--- config.mk ---
export PLATFORM = sky130hd
export DESIGN_NAME = steer_en_ctrl_flat
export DESIGN_NICKNAME = d
export VERILOG_FILES = /design/src/rtl/steer_pkg.sv /design/src/rtl/steer_en_ctrl_if.sv /design/src/rtl/steer_tmr.sv /design/src/rtl/steer_en_ctrl.sv /design/src/flat_wrapper.sv
export SDC_FILE = /design/constraint.sdc
export NUM_CORES = 1
export LEC_CHECK = 0
export BUFFER_PORTS_ARGS = -buffer_cell sky130_fd_sc_hd__buf_4
export CAP_MARGIN = 25
export CELL_PAD_IN_SITES_DETAIL_PLACEMENT = 0
export CELL_PAD_IN_SITES_GLOBAL_PLACEMENT = 1
export CORE_AREA = 2 2 103 105
export DETAILED_ROUTE_END_ITERATION = 8
export DIE_AREA = 0 0 105 107
export PLACE_DENSITY = 0.74
export SLEW_MARGIN = 30
export SYNTH_ARGS = -nofsm -noshare
export SYNTH_HDL_FRONTEND = slang
export SYNTH_SLANG_ARGS = --single-unit
--- constraint.sdc ---
create_clock -name clk -period 2.8 [get_ports clk]
set_clock_uncertainty 0.2 [all_clocks]
set_input_delay 0.14 -clock clk [delete_from_list [all_inputs] [get_ports clk]]
set_output_delay 0.14 -clock clk [all_outputs]
set_load 0.05 [all_outputs]
--- src/rtl/steer_pkg.sv ---
// Shared types and constants for the steering-enable controller.
//   st_t             : FSM state encoding (2'b11 is unused/illegal)
//   FAST_SIM_CYCLES  : shortened settle time used when FAST_SIM=1
package steer_pkg;

    typedef enum logic [1:0] {
        IDLE  = 2'b00,
        WAIT  = 2'b01,
        STEER = 2'b10
    } st_t;

    localparam int unsigned FAST_SIM_CYCLES = 64;

endpackage

--- src/rtl/steer_en_ctrl_if.sv ---
// Load-cell sample / steering-status bundle.
//   lft_ld, rght_ld : raw left/right load-cell samples (unsigned)
//   ld_vld          : 1-cycle strobe marking a coherent new sample pair
//   en_steer        : steering enable (registered)
//   rider_off       : high while no rider is qualified (registered)
//   st              : current controller state (debug/verification)
// master drives the samples, slave is the controller.
interface steer_en_ctrl_if #(
    parameter int LD_W = 12
);
    import steer_pkg::*;

    logic [LD_W-1:0] lft_ld;
    logic [LD_W-1:0] rght_ld;
    logic            ld_vld;
    logic            en_steer;
    logic            rider_off;
    st_t             st;

    modport master (
        output lft_ld, rght_ld, ld_vld,
        input  en_steer, rider_off, st
    );

    modport slave (
        input  lft_ld, rght_ld, ld_vld,
        output en_steer, rider_off, st
    );

endinterface

--- src/rtl/steer_tmr.sv ---
// Saturating settle timer.
//   clk, rst_n : clock, async active-low reset
//   clr        : synchronous clear (wins over en)
//   en         : count one per clock while set
//   tmr_full   : count has reached TMR_END-1 (holds there)
module steer_tmr #(
    parameter int unsigned TMR_END = 64
) (
    input  logic clk,
    input  logic rst_n,
    input  logic clr,
    input  logic en,
    output logic tmr_full
);

    localparam int unsigned CW = $clog2(TMR_END);
    localparam logic [CW-1:0] LAST = CW'(TMR_END - 1);

    logic [CW-1:0] cnt;

    always_ff @(posedge clk or negedge rst_n) begin
        if (!rst_n) begin
            cnt <= '0;
        end else if (clr) begin
            cnt <= '0;
        end else if (en && !tmr_full) begin
            cnt <= cnt + CW'(1);
        end
    end

    assign tmr_full = (cnt == LAST);

endmodule

--- src/rtl/steer_en_ctrl.sv ---
// Steering-enable controller: derives rider weight / imbalance flags from raw
// load-cell samples with hysteresis, owns the settle timer and sequences
// IDLE/WAIT/STEER.
//   clk, rst_n : clock, async active-low reset
//   bus        : steer_en_ctrl_if.slave (samples in, en_steer/rider_off/st out)
//
// state | meaning
// IDLE  | no rider qualified; rider_off=1
// WAIT  | rider present, waiting for a balanced settle period
// STEER | rider settled; en_steer=1
module steer_en_ctrl
    import steer_pkg::*;
#(
    parameter int              LD_W       = 12,
    parameter logic [LD_W-1:0] MIN_RIDER  = 12'h200,
    parameter logic [LD_W-1:0] HYST       = 12'h040,
    parameter int unsigned     TMR_CYCLES = 65_000_000,
    parameter bit              FAST_SIM   = 1'b0
) (
    input  logic            clk,
    input  logic            rst_n,
    steer_en_ctrl_if.slave  bus
);

    localparam int unsigned TMR_END = FAST_SIM ? FAST_SIM_CYCLES : TMR_CYCLES;

    // Thresholds in sum width; the low threshold saturates at 0 so lt_min can
    // never fire when HYST >= MIN_RIDER.
    localparam logic [LD_W:0] GT_THR = {1'b0, MIN_RIDER} + {1'b0, HYST};
    localparam logic [LD_W:0] LT_THR = (MIN_RIDER > HYST) ?
                                       ({1'b0, MIN_RIDER} - {1'b0, HYST}) : '0;

    logic [LD_W:0]   sum_w;
    logic [LD_W-1:0] diff_w;
    logic [LD_W:0]   diff_x;

    logic gt_min, lt_min, imb_1_4, imb_15_16;
    logic tmr_full, tmr_clr, tmr_en;

    st_t  state, nxt;
    logic en_steer_q, rider_off_q;

    always_comb begin
        sum_w  = {1'b0, bus.lft_ld} + {1'b0, bus.rght_ld};
        diff_w = (bus.lft_ld >= bus.rght_ld) ? (bus.lft_ld - bus.rght_ld)
                                             : (bus.rght_ld - bus.lft_ld);
        diff_x = {1'b0, diff_w};
    end

    // Flags only move on a sample strobe; between strobes the FSM keeps
    // evaluating against the last coherent sample.
    always_ff @(posedge clk or negedge rst_n) begin
        if (!rst_n) begin
            gt_min    <= 1'b0;
            lt_min    <= 1'b0;
            imb_1_4   <= 1'b0;
            imb_15_16 <= 1'b0;
        end else if (bus.ld_vld) begin
            gt_min    <= (sum_w > GT_THR);
            lt_min    <= (sum_w < LT_THR);
            imb_1_4   <= (diff_x > (sum_w >> 2));
            imb_15_16 <= (diff_x > (sum_w - (sum_w >> 4)));
        end
    end

    // Timer runs only in WAIT; an imbalance (without lt_min taking priority)
    // restarts the settle period.
    assign tmr_en  = (state == WAIT);
    assign tmr_clr = (state != WAIT) || (!lt_min && imb_1_4);

    steer_tmr #(
        .TMR_END (TMR_END)
    ) u_tmr (
        .clk      (clk),
        .rst_n    (rst_n),
        .clr      (tmr_clr),
        .en       (tmr_en),
        .tmr_full (tmr_full)
    );

    always_comb begin
        nxt = state;
        case (state)
            IDLE: begin
                if (gt_min) nxt = WAIT;
            end
            WAIT: begin
                if (lt_min)        nxt = IDLE;
                else if (imb_1_4)  nxt = WAIT;
                else if (tmr_full) nxt = STEER;
            end
            STEER: begin
                // Leaving STEER needs sum below the low threshold, not just
                // loss of gt_min.
                if (lt_min)          nxt = IDLE;
                else if (imb_15_16)  nxt = WAIT;
            end
            default: nxt = IDLE;
        endcase
    end

    // Outputs decoded from next state so they switch on the same edge as st.
    always_ff @(posedge clk or negedge rst_n) begin
        if (!rst_n) begin
            state       <= IDLE;
            en_steer_q  <= 1'b0;
            rider_off_q <= 1'b1;
        end else begin
            state       <= nxt;
            en_steer_q  <= (nxt == STEER);
            rider_off_q <= (nxt == IDLE);
        end
    end

    assign bus.st        = state;
    assign bus.en_steer  = en_steer_q;
    assign bus.rider_off = rider_off_q;

endmodule

--- src/flat_wrapper.sv ---
// flat-port wrapper written by rule: the top's interface ports become plain ports
module steer_en_ctrl_flat import steer_pkg::*;
#(
    parameter int              LD_W       = 12,
    parameter logic [LD_W-1:0] MIN_RIDER  = 12'h200,
    parameter logic [LD_W-1:0] HYST       = 12'h040,
    parameter int unsigned     TMR_CYCLES = 65_000_000,
    parameter bit              FAST_SIM   = 1'b0
)
  (clk, rst_n, bus_lft_ld, bus_rght_ld, bus_ld_vld, bus_en_steer, bus_rider_off, bus_st);
  steer_en_ctrl_if #(.LD_W(LD_W)) bus_i ();
  input  logic clk;
  input  logic rst_n;
  input wire logic [$bits(bus_i.lft_ld)-1:0] bus_lft_ld;
  input wire logic [$bits(bus_i.rght_ld)-1:0] bus_rght_ld;
  input wire logic [$bits(bus_i.ld_vld)-1:0] bus_ld_vld;
  output wire logic [$bits(bus_i.en_steer)-1:0] bus_en_steer;
  output wire logic [$bits(bus_i.rider_off)-1:0] bus_rider_off;
  output wire logic [$bits(bus_i.st)-1:0] bus_st;
  assign bus_i.lft_ld = bus_lft_ld;
  assign bus_i.rght_ld = bus_rght_ld;
  assign bus_i.ld_vld = bus_ld_vld;
  assign bus_en_steer = bus_i.en_steer;
  assign bus_rider_off = bus_i.rider_off;
  assign bus_st = bus_i.st;
  steer_en_ctrl #(.LD_W(LD_W), .MIN_RIDER(MIN_RIDER), .HYST(HYST), .TMR_CYCLES(TMR_CYCLES), .FAST_SIM(FAST_SIM)) u_core (.clk(clk), .rst_n(rst_n), .bus(bus_i));
endmodule
Word-level counts from Yosys, hierarchy flattened
Cells that the tools add are included.
{"block": "op_classes", "reduce_logical": 8, "n_lt_le_gt_ge": 5, "muxes": 10, "n_addsub": 5, "n_eq_ne": 5, "multipliers": 0, "n_bitwise": 0, "n_shift": 0, "n_div": 0}
{"op": "26-bit two-way mux", "n": 2}
{"op": "26-bit by 1-bit adder with 26-bit output, second input constant", "n": 1}
{"op": "26-bit == test, second input constant", "n": 1}
{"op": "12-bit subtractor", "n": 2}
{"op": "12-bit by 12-bit adder with 13-bit output", "n": 1}
{"op": "12-bit by 13-bit greater-than comparator with 1-bit output", "n": 1}
{"op": "13-bit by 10-bit greater-than comparator with 1-bit output, second input constant", "n": 1}
{"op": "13-bit by 9-bit < comparator with 1-bit output, second input constant", "n": 1}
{"op": "13-bit by 9-bit subtractor with 13-bit output", "n": 1}
{"op": "12-bit >= comparator", "n": 1}
{"op": "12-bit by 11-bit greater-than comparator with 1-bit output", "n": 1}
{"op": "12-bit two-way mux", "n": 1}
{"op": "2-bit two-way mux", "n": 6}
{"op": "2-bit case mux with 3 select lines", "n": 1}
{"op": "2-bit == test, second input constant", "n": 2}
{"op": "2-bit logical NOT", "n": 2}
{"op": "2-bit by 1-bit == test with 1-bit output, second input constant", "n": 1}
{"op": "1-bit logical AND", "n": 2}
{"op": "1-bit logical NOT", "n": 2}
{"op": "2-bit by 1-bit != test with 1-bit output, second input constant", "n": 1}
{"op": "2-bit nonzero test", "n": 1}
{"op": "1-bit logical OR", "n": 1}
{"block": "word_totals", "ff_bits": 34, "latchBits": 0, "output_inout_bits": 4, "ram_bits": 0, "word_cells": 41, "rom_bits": 0, "mem_count": 0}

Longest topological paths before layout
Gate-level depths: netlist of run 1.
{"block": "logic_depth", "ltp_word": 6, "mapped_depth": 23, "mapped_depth_nobuf": 22}

Cells and area by module
A second synthesis of run 1 with hierarchy kept.
{"block": "hier_totals", "cells_unflattened": 569, "area_unflattened_um2": 4682.0}
{"module": "steer_en_ctrl", "seq_area_each_um2": 201.4, "cells_per_inst": 404, "n_inst": 1, "area_each_um2": 3159.3}
{"module": "steer_tmr", "seq_area_each_um2": 650.6, "cells_per_inst": 165, "n_inst": 1, "area_each_um2": 1522.7}

Least setup slack after synthesis of run 1
No wires, ideal clock.
{"block": "synth_timing", "path_type": "input -> register", "start": "input bus_rght_ld[1]", "end": "register u_core.imb_15_16", "path_stages": 21, "arrival_time_ns": 4.023, "setup_time_ns": 0.122, "slack_ns": -1.546, "required_time_ns": 2.478, "path_cell_list": "inv_1 -> ha_1 -> or2b_1 -> a211o_1 -> a21oi_1 -> nor3_1 -> nor2_1 -> inv_1 -> fa_1 -> nor2b_1 -> a221oi_1 -> o41ai_2 -> nand2_1 -> o311a_1 -> xnor2_1 -> ha_1 -> a21o_1 -> a21oi_1 -> o211ai_1 -> nand3_1 -> o2bb2ai_1"}
{"block": "synth_between", "elab_chain_cells": 3, "elab_cells_between_ends": 7}
{"element": "start, declared", "line": "flat_wrapper.sv:15", "rtl": "input wire logic [$bits(bus_i.rght_ld)-1:0] bus_rght_ld;"}
{"element": "12-bit by 12-bit adder with 13-bit output (tied with other cells)", "line": "steer_en_ctrl.sv:44", "rtl": "sum_w = {1'b0, bus.lft_ld} + {1'b0, bus.rght_ld};"}
{"element": "13-bit by 9-bit subtractor with 13-bit output / 12-bit two-way mux (equally long branches)", "line": "steer_en_ctrl.sv:62, steer_en_ctrl.sv:45"}
{"element": "12-bit by 13-bit greater-than comparator with 1-bit output *", "line": "steer_en_ctrl.sv:62", "rtl": "imb_15_16 <= (diff_x > (sum_w - (sum_w >> 4)));"}
{"element": "end signal, assigned", "line": "steer_en_ctrl.sv:62"}
{"element": "end, declared", "line": "steer_en_ctrl.sv:37", "rtl": "logic gt_min, lt_min, imb_1_4, imb_15_16;"}
Every way passes the cells marked *; elsewhere a longest branch is shown, timed or not.
A chain may end at the register's enable or synchronous reset.

Worst setup path after layout of run 1
Ends and elaborated chain as after synthesis.

==> out/qor.txt, run 1 <==
row cnt: 37
post-route cell area: 6460 um2
die area: 11200 um2
Net Sw Frac: 42.3%
share of cells above drive strength 1: 35.9%
Starting DRT DRC Count: 217
Worst setup SP type: input port
Clock transition at path regs: 0.07 ns
Die Ht: 107 um
crit path max-delay cell type: fa_2
#FFs+latches synth: 34
Crit Path Max Fanout: 4
Internal Pwr Total: 1990 uW
RSZ-0062 raised after global routing: true
worst-path cell chain: buf_8, clkinvlp_4, buf_6, fa_2, nor3_4, buf_4, o31ai_1, a31o_2, buf_4, o311ai_4, buf_6, ha_1, buf_4, a21oi_2, o41a_1, o21bai_1, a21oi_1, xor2_1, ha_1, nand3_1, nor4_2, a21oi_1, nand3_1, o2bb2ai_1
R2R cell count: 7
CP startpoint: bus_rght_ld[1]
WP data arrival: 4.14 ns
M1 GR Usage: 28.2%
clock buffer depth: 2
leakage power: 0.00316 uW
GRT met3 Usage: 2.31%
CTS tree: yes
clk_lat worst skew: 0.29 ns
Ys Warns: 0
dpl cell area: 5950 um2
setup_tns: -2.13 ns
worst slew pin tran: 0.565 ns
number of remaining DRC errors: 0
global-route wire length before repair: 21.4 mm
Top cell by count, worst path: buf_4
Tmin final: 4.14 ns
Post-synth EDFFs: 0
P per Cell Area: 534 nW/um2
root buf cell: clkbuf_8
Slew Limit Fails: 0
DP Wirelength: 10.3 mm
Syn Area/Cell: 8.24 um2
worst path bufs/invs: 7
antenna-violating nets left: 0
Worst Setup Slack, final: -1.34 ns
vias: 4604
combinational share of power: 72.6%
cts bufs inserted: 5
peak supply drop: 0.000370 V
tightest slew margin relative to the limit: 61.4%
crit-path leading delay family: compound AO/OA/AOI/OAI gates
total iterations of the first detailed-routing run: 4
final hold vios: 0
nets: 822
crit-path max cell delay: 0.41 ns
largest net degree at the start of global routing: 35
wire per inst: 14.6 um
clock network fraction of total power: 11.0%
Syn Nets: 632
busiest grt layer: met2
Mapped Area: 4420 um2
initial antenna violation count: 0
Reg2Reg Setup Slack: 0.36 ns
Initial Util: 43.8%
sequential area share after synthesis: 19.3%
GRT Util Overall: 23.0%
Yosys cell types: 73
Hold/Removal Path Class: in2async
Layout area overhead: 46.2%
total number of H-tree levels: 2
dpl ws: -1.66 ns
R2R Path Start: u_core.u_tmr.cnt[8]
gpl congestion: 0.893
Diodes inserted: 0
status: finished with violations
Sequential Power Share: 16.4%
fin crit share: 148%
Total Routed Length: 12.6 mm
f_max: 0.242 GHz
nature of the critical path endpoint: flip-flop
cell count after synthesis: 536
final setup violating endpoints: 2
grt ovf: 0
CTS sink cnt: 34
core box area: 10100 um2
GRT met2 Usage: 42.8%
Critical Path RT: 2.81 ns
NetSw: 1460 uW
failing checks: setup timing
Port Buffers: 30
IO Pins: 31
max cap viols: 0
kind of critical path: in2reg
Synth async-reset ratio: 100%
reg2reg end: u_core.bus.rider_off
die width: 105 um
via-per-instance ratio: 5.33
top_reg_cell synth: dfrtp_1
Total Power: 3450 uW
vias in the first global route: 4662
[cell usage in the layout (no fill, tap or decap), types with 13 or more instances in the layout]
cell / Yosys / final
xnor2_1: 25 / 24
nand2_1: 25 / 25
xor2_1: 23 / 23
a21oi_1: 37 / 29
nand3_1: 18 / 18
inv_1: 51 / 47
buf_4: 0 / 185
ha_1: 65 / 57
dfrtp_1: 33 / 33
nor2_1: 50 / 49
o21ai_0: 16 / 13
[worst register-to-register path: stages, from the launching register on]
cell     delay [ns]
dfrtp_1        0.42
nor4b_1        0.45
nand4_1        0.16
or4_1          0.61
nor2_1         0.20
a21oi_1        0.10
nor2_1         0.16
nor2_1         0.06
[logic make-up after synthesis]
logic type      after synthesis  synth area share [%]
buf+inv                      66                  6.06
mux                           7                  1.67
compound gates              127                  19.8
xor+xnor                     52                  11.4
simple gates                180                  21.3
flops                        34                  19.3
fa+ha+maj                    70                  20.5
[synthesized netlist by cell type, drive strengths merged (4+ instances only)]
cell type / number / area, um2
o21ai: 18 / 90.1
xnor2: 26 / 235
a21oi: 37 / 185
o21a: 6 / 45.0
nor2: 50 / 188
nand4: 10 / 62.6
buf: 7 / 41.3
a21o: 11 / 82.6
nand2: 26 / 100
and3: 11 / 68.8
or3: 5 / 31.3
nand3: 19 / 108
nor4: 6 / 37.5
mux2i: 4 / 40.0
a31oi: 5 / 31.3
o211ai: 5 / 37.5
xor2: 23 / 201
nor2b: 12 / 82.6
clkbuf: 6 / 22.5
dfrtp: 33 / 826
o31ai: 4 / 30.0
nor4b: 4 / 35.0
fa: 4 / 80.1
and2: 6 / 37.5
ha: 65 / 813
nand2b: 8 / 50.1
nor3: 14 / 70.1
inv: 53 / 204
[through the flow]
stage	instances	util [%]	hold WS [ns]
6_report	863	64.0	0.147
5_1_grt	863	64.0	0.188
4_1_cts	861	62.5	0.143
3_5_place_dp	840	59.0	-0.0883
3_3_place_gp	840	59.0	-0.0953
2_1_floorplan	536	-	-0.356
[power by group through the flow]
stage	sequential (uW)	clock [uW]	combinational [uW]
global placement	573	0	2140
finish	566	379	2500
global route	570	413	2750
CTS	566	391	2360
detailed placement	575	0	2200
floorplan	622	0	1260
[flip-flops by register name, summed over array words and instances, names as in the netlist]
| name | cells |
|---|---|
| u_core.bus.rider_off | 1 |
| u_core.u_tmr.cnt | 26 |
| u_core.bus.st | 2 |
| u_core.gt_min | 1 |
| u_core.imb_1_4 | 1 |
| u_core.imb_15_16 | 1 |
| u_core.bus.en_steer | 1 |
| u_core.lt_min | 1 |
[metal layers]
metal	share of wire (%)	wire, um
met1	45	5680
met2	50	6290
met3	2.6	332
met4	2.2	283
met5	0	0
[worst max path at each step]
stage	end	cells past startpoint	slack, ns
finish	u_core.imb_15_16	24	-1.34
global route	u_core.imb_15_16	22	-1.60
CTS	u_core.imb_15_16	22	-1.21
detailed placement	u_core.imb_15_16	22	-1.66
global placement	u_core.imb_15_16	23	-1.55
floorplan	u_core.imb_15_16	21	-1.44
[repair_timing]
item / in CTS / in global routing
setup endpoints to repair: 2 / 3
pin swaps: 28 / 34
buffers inserted: 12 / 3
resized for setup: 32 / 25
hold endpoints to repair: 38 / 0
hold buffers: 2 / 0
[area by class of cell]
type,instances,area (um2)
multi-input combinational,436,3620
sequential,34,852
inverter,53,210
fill,885,3630
timing repair buffer,196,1510
clock buffer,6,82.6
clock inverter,2,12.5
tap,136,170
Power figures use the tool's default switching activity.
==> inputs of run 2 (changes only) <==
- CORE_AREA: 2 2 103 105 -> 2 2 125 127
- DIE_AREA: 0 0 105 107 -> 0 0 127 129
- PLACE_DENSITY: 0.74 -> 0.52
==> out/qor.txt, run 2 (synthesis results as in run 1) <==
status: finished with violations
failing checks: setup timing
Tmin final: 4.09 ns (-0.0458 ns)
cts bufs inserted: 5 (unchanged)
Worst Setup Slack, final: -1.29 ns (+0.0458 ns)
Crit Path Max Fanout: 4 (unchanged)
die width: 127 um (+21%)
GRT Util Overall: 16.7% (-6.4 points)
Initial Util: 29.5% (-14 points)
Clock transition at path regs: 0.05 ns (-0.02 ns)
total number of H-tree levels: 2 (unchanged)
CTS tree: yes
P per Cell Area: 553 nW/um2 (+3.6%)
IO Pins: 31 (unchanged)
worst slew pin tran: 0.498 ns (-0.0670 ns)
peak supply drop: 0.000319 V (-14%)
fin crit share: 146% (-1.6 points)
core box area: 15000 um2 (+48%)
Starting DRT DRC Count: 147 (-32%)
Critical Path RT: 2.76 ns (-0.05 ns)
R2R cell count: 7 (unchanged)
Worst setup SP type: input port
antenna-violating nets left: 0 (unchanged)
Reg2Reg Setup Slack: 0.49 ns (+0.13 ns)
f_max: 0.244 GHz (+1.1%)
commonest non-fill, non-tap cells in the layout: 203 x buf_4, 60 x ha_1, 48 x nor2_1
commonest non-fill, non-tap cell in the layout: buf_4
initial antenna violation count: 0 (unchanged)
R2R Path Start: u_core.u_tmr.cnt[10]
Slew Limit Fails: 0 (unchanged)
Layout area overhead: 51.9%
GRT met2 Usage: 31.3% (-11 points)
Diodes inserted: 0 (unchanged)
die area: 16400 um2 (+46%)
final core occ: 44.8% (-19 points)
vias in the first global route: 4629 (-0.71%)
RSZ-0062 raised after global routing: true
final setup violating endpoints: 2 (unchanged)
kind of critical path: in2reg
gpl congestion: 0.829 (-7.2%)
setup_tns: -2.17 ns (-0.0421 ns)
Die Ht: 129 um (+21%)
nets: 838 (+1.9%)
Finished Layout Cells: 931 (+7.9%)
Biggest register: u_core.u_tmr.cnt
max reg flops: 26 (unchanged)
Port Buffers: 30 (unchanged)
Hold/Removal Path Class: in2async
global-route wire length before repair: 22.2 mm (+4.1%)
max cap viols: 0 (unchanged)
number of remaining DRC errors: 0 (unchanged)
CTS sink cnt: 34 (unchanged)
reg2reg end: u_core.bus.rider_off
M1 GR Usage: 20.9% (-7.3 points)
final hold vios: 0 (unchanged)
wire per inst: 14.4 um (-1.2%)
tightest slew margin relative to the limit: 66.6% (+5.2 points)
leakage power: 0.00327 uW (+3.6%)
via-per-instance ratio: 4.87 (-8.7%)
clock buffer depth: 2 (unchanged)
clk_lat worst skew: 0.28 ns (about the same)
share of cells above drive strength 1: 37.8% (+1.9 points)
Hold WS: 0.156 ns (+0.00922 ns)
WP data arrival: 4.05 ns (-0.09 ns)
dpl cells: 901 (+7.3%)
vias: 4536 (-1.5%)
total iterations of the first detailed-routing run: 4 (unchanged)
largest net degree at the start of global routing: 35 (unchanged)
GRT met3 Usage: 1.12% (-1.2 points)
DP Wirelength: 11.1 mm (+8.0%)
busiest grt layer: met2
nature of the critical path endpoint: flip-flop
root buf cell: clkbuf_16
row cnt: 45 (+22%)
Total Routed Length: 13.4 mm (+6.5%)
Total Power: 3710 uW (+7.6%)
grt ovf: 0 (unchanged)
## run 2: critical path: stages
cell,delay [ns]
buf_8,0.08
clkinvlp_4,0.12
ha_4,0.23
or2b_1,0.23
a211o_1,0.37
a21oi_2,0.18
nor3_2,0.07
nor2_2,0.13
inv_2,0.06
fa_2,0.35
nor2b_2,0.13
a221oi_2,0.08
o41ai_2,0.38
nand2_1,0.12
o311a_1,0.36
xnor2_1,0.13
ha_1,0.30
a21o_1,0.18
a21oi_2,0.16
o211ai_1,0.10
nand3_1,0.08
o2bb2ai_1,0.07
## run 2: worst max path at each step
stage,from,end,slack (ns),cells after the start
6_report,bus_rght_ld[1],u_core.imb_15_16,-1.29,22
5_1_grt,bus_rght_ld[1],u_core.imb_15_16,-1.62,23
3_5_place_dp,bus_rght_ld[1],u_core.imb_15_16,-1.74,22
2_1_floorplan,bus_rght_ld[1],u_core.imb_15_16,-1.44,21
4_1_cts,bus_rght_ld[1],u_core.imb_15_16,-1.31,22
3_3_place_gp,bus_rght_ld[1],u_core.imb_15_16,-1.67,22
## run 2: layout make-up
cell class,instances,area (um2)
clock inverters,1,30.0
fillers,1526,8270
flip-flops and latches,34,852
inverters,53,210
repair buffers,212,1630
well taps,188,235
multi-input cells,436,3620
clock buffers,7,133
## run 2: what timing repair did
action / CTS / global route
pin swaps: 33 / 30
resized for setup: 31 / 28
endpoints found under the hold margin: 38 / 0
hold buffers: 2 / 0
setup endpoints to repair: 2 / 3
setup buffers: 13 / 7
## run 2: through the flow
stage | setup slack [ns] | area (um2)
CTS | -1.31 | 6490
finish | -1.29 | 6710
floorplan | -1.44 | 4490
global placement | -1.67 | 6080
global route | -1.62 | 6710
detailed placement | -1.74 | 6080
## run 2: where the power goes
part           internal [uW]  switching, uW  total, uW
clock network            420            199        619
registers                536           31.8        568
logic                   1280           1240       2520
## run 2: routing by layer
layer	up-vias	wire (um)
met5	-	0
met1	2135	6120
met2	60	6880
met3	11	229
met4	0	179
li1	2330	-
==> inputs of run 3 (changes only) <==
- CORE_AREA: 2 2 125 127 -> 2 2 128 130
- DIE_AREA: 0 0 127 129 -> 0 0 130 132
- PLACE_DENSITY: 0.52 -> 0.53
- SKIP_CTS_REPAIR_TIMING: unset -> 1
- SYNTH_HIERARCHICAL: unset -> 1
==> out/qor.txt, run 3 <==
top_reg_cell synth: dfrtp_1
Total Routed Length: 13.4 mm (-0.11%)
Crit Path Max Fanout: 4 (unchanged)
total number of H-tree levels: 2 (unchanged)
Syn Nets: 665 (+5.2%)
most common cell in the netlist: ha_1
Clock transition at path regs: 0.05 ns (about the same)
global-route wire length before repair: 21.9 mm (-1.7%)
setup_tns: -2.94 ns (-0.771 ns)
crit path max-delay cell type: a221o_1
status: finished with violations
Worst setup SP type: input port
antenna-violating nets left: 0 (unchanged)
post-route cell area: 6870 um2 (+2.4%)
cell count after synthesis: 569 (+6.2%)
nature of the critical path endpoint: flip-flop
DP Wirelength: 11.2 mm (+0.64%)
die width: 130 um (+2.4%)
Synth top area share: 17.6% (-1.1 points)
number of remaining DRC errors: 0 (unchanged)
Synth async-reset ratio: 100% (unchanged)
Layout area overhead: 46.7%
Finished Layout Cells: 971 (+4.3%)
Ys Warns: 6 (+6)
clk_lat worst skew: 0.27 ns (about the same)
Mapped Area: 4680 um2 (+6.0%)
via-per-instance ratio: 4.78 (-1.8%)
crit-path leading delay family: compound AO/OA/AOI/OAI gates
initial antenna violation count: 0 (unchanged)
Slew Limit Fails: 0 (unchanged)
kind of critical path: in2reg
Worst Setup Slack, final: -1.58 ns (-0.289 ns)
dpl cells: 950 (+5.4%)
CTS tree: yes
Starting DRT DRC Count: 156 (+6.1%)
cts bufs inserted: 5 (unchanged)
peak supply drop: 0.000320 V (+0.33%)
worst-path cell chain: buf_4, clkinvlp_4, ha_4, nand2b_1, a221o_1, buf_6, buf_4, a211o_1, and4_1, xor2_1, nor2_1, a221oi_4, o31ai_4, a21boi_1, xor2_1, ha_1, nand3_2, o41ai_2, a21oi_1, nand2_1, nor2_2, a221oi_2, nand3_1
Die Ht: 132 um (+2.3%)
Tmin final: 4.38 ns (+0.289 ns)
failing checks: setup timing
worst slew pin tran: 0.543 ns (+0.0457 ns)
synth cell count leaders: 65 x ha_1, 58 x inv_1, 52 x a21oi_1
gpl congestion: 0.849 (+2.4%)
final setup violating endpoints: 2 (unchanged)
commonest non-fill, non-tap cells in the layout: 189 x buf_4, 55 x ha_1, 52 x inv_1
Initial Util: 29.8% (+0.30 points)
Hold/Removal Path Class: in2async
grt ovf: 0 (unchanged)
commonest non-fill, non-tap cell in the layout: buf_4
leakage power: 0.00318 uW (-2.8%)
crit-path max cell delay: 0.39 ns (about the same)
row cnt: 46 (+2.2%)
sequential area share after synthesis: 18.2% (-1.1 points)
max reg flops: 26 (unchanged)
worst path bufs/invs: 4 (+1)
fin crit share: 156% (+10 points)
Syn Area/Cell: 8.23 um2 (-0.17%)
Critical Path RT: 2.75 ns (about the same)
core box area: 15700 um2 (+4.9%)
cell taking the most area after synthesis: dfrtp_1
IO Pins: 31 (unchanged)
largest net degree at the start of global routing: 35 (unchanged)
die area: 17200 um2 (+4.7%)
f_max: 0.228 GHz (-6.6%)
wire per inst: 13.8 um (-4.2%)
nets: 851 (+1.6%)
WP data arrival: 4.33 ns (+0.28 ns)
dpl cell area: 6300 um2 (+3.5%)
P per Cell Area: 556 nW/um2 (+0.61%)
Post-synth EDFFs: 0 (unchanged)
GRT Util Overall: 15.4% (-1.2 points)
tightest slew margin relative to the limit: 63.7% (-2.9 points)
Biggest register: u_core/u_tmr/cnt
vias in the first global route: 4529 (-2.2%)
vias: 4645 (+2.4%)
total iterations of the first detailed-routing run: 4 (unchanged)
Diodes inserted: 0 (unchanged)
RSZ-0062 raised after global routing: true
clock buffer depth: 2 (unchanged)
root buf cell: clkbuf_16
Port Buffers: 30 (unchanged)
cell types occupying the most area after synthesis: dfrtp_1 18%, ha_1 17%, a21oi_1 5.6%, inv_1 4.6%, xnor2_1 4.5%
Yosys cell types: 78 (+6.8%)
#FFs+latches synth: 34 (unchanged)
# fillers: 1579 (+3.5%)
max cap viols: 0 (unchanged)
share of cells above drive strength 1: 37.7% (-0.071 points)
final hold vios: 0 (unchanged)
CTS sink cnt: 34 (unchanged)
[run 3: layout make-up]
class                           instances  area, um2  area share, %
Tap cell                              216        270           3.93
Clock buffer                            6        139           2.02
Sequential cell                        34        852           12.4
Multi-Input combinational cell        458       3830           55.7
Clock inverter                          1       30.0          0.437
Timing Repair Buffer                  197       1520           22.2
Inverter                               59        229           3.33
[run 3: power breakdown]
group / switching (uW) / internal, uW
registers: 32.1 / 530
clock network: 197 / 439
logic: 1290 / 1340
total: 1520 / 2300
[run 3: layer usage]
layer	global-route usage, %	routed length, um	share of wire, %
met1	22.1	6710	50
met2	25.9	6450	48
met5	0	0	0
met3	1.14	176	1.3
met4	1.97	67	0.50
[run 3: path summary, 6_finish.rpt]
| kind | depth (start not counted) | end | slack, ns | from |
|---|---|---|---|---|
| worst max-delay path | 23 | u_core/imb_15_16 | -1.58 | bus_lft_ld[1] |
| worst min-delay path | 2 | u_core/bus.st[0] | 0.16 | rst_n |
| worst max register to register | 6 | u_core/u_tmr/cnt[15] | 0.27 | u_core/u_tmr/cnt[0] |
| worst min register to register | 2 | u_core/gt_min | 0.34 | u_core/gt_min |
| max in group asynchronous | 2 | u_core/bus.rider_off | 1.91 | rst_n |
| min in group clk | 2 | u_core/gt_min | 0.34 | u_core/gt_min |
[run 3: stage by stage]
stage,hold WS (ns),setup WS (ns),total power (uW),util [%]
after floorplan,-0.356,-1.56,1980,-
after global placement,-0.0816,-1.90,2890,40.1
after detailed placement,-0.0806,-1.98,2930,40.1
after CTS,-0.370,-1.71,3590,41.1
after global routing,0.218,-1.78,4120,43.7
final,0.162,-1.58,3820,43.7
[run 3: cell families (layout without fill, tap and decap cells)]
family | Yosys count | in the layout | synth area share [%]
and+or+nand+nor | 187 | 187 | 22.0
AOI/OAI and AO/OA | 140 | 140 | 20.4
buffers and inverters | 77 | 263 | 7.03
adders and majority gates | 70 | 70 | 19.3
xor gates and xnor gates | 44 | 44 | 9.27
DFF | 34 | 34 | 18.2
muxes | 17 | 17 | 3.82
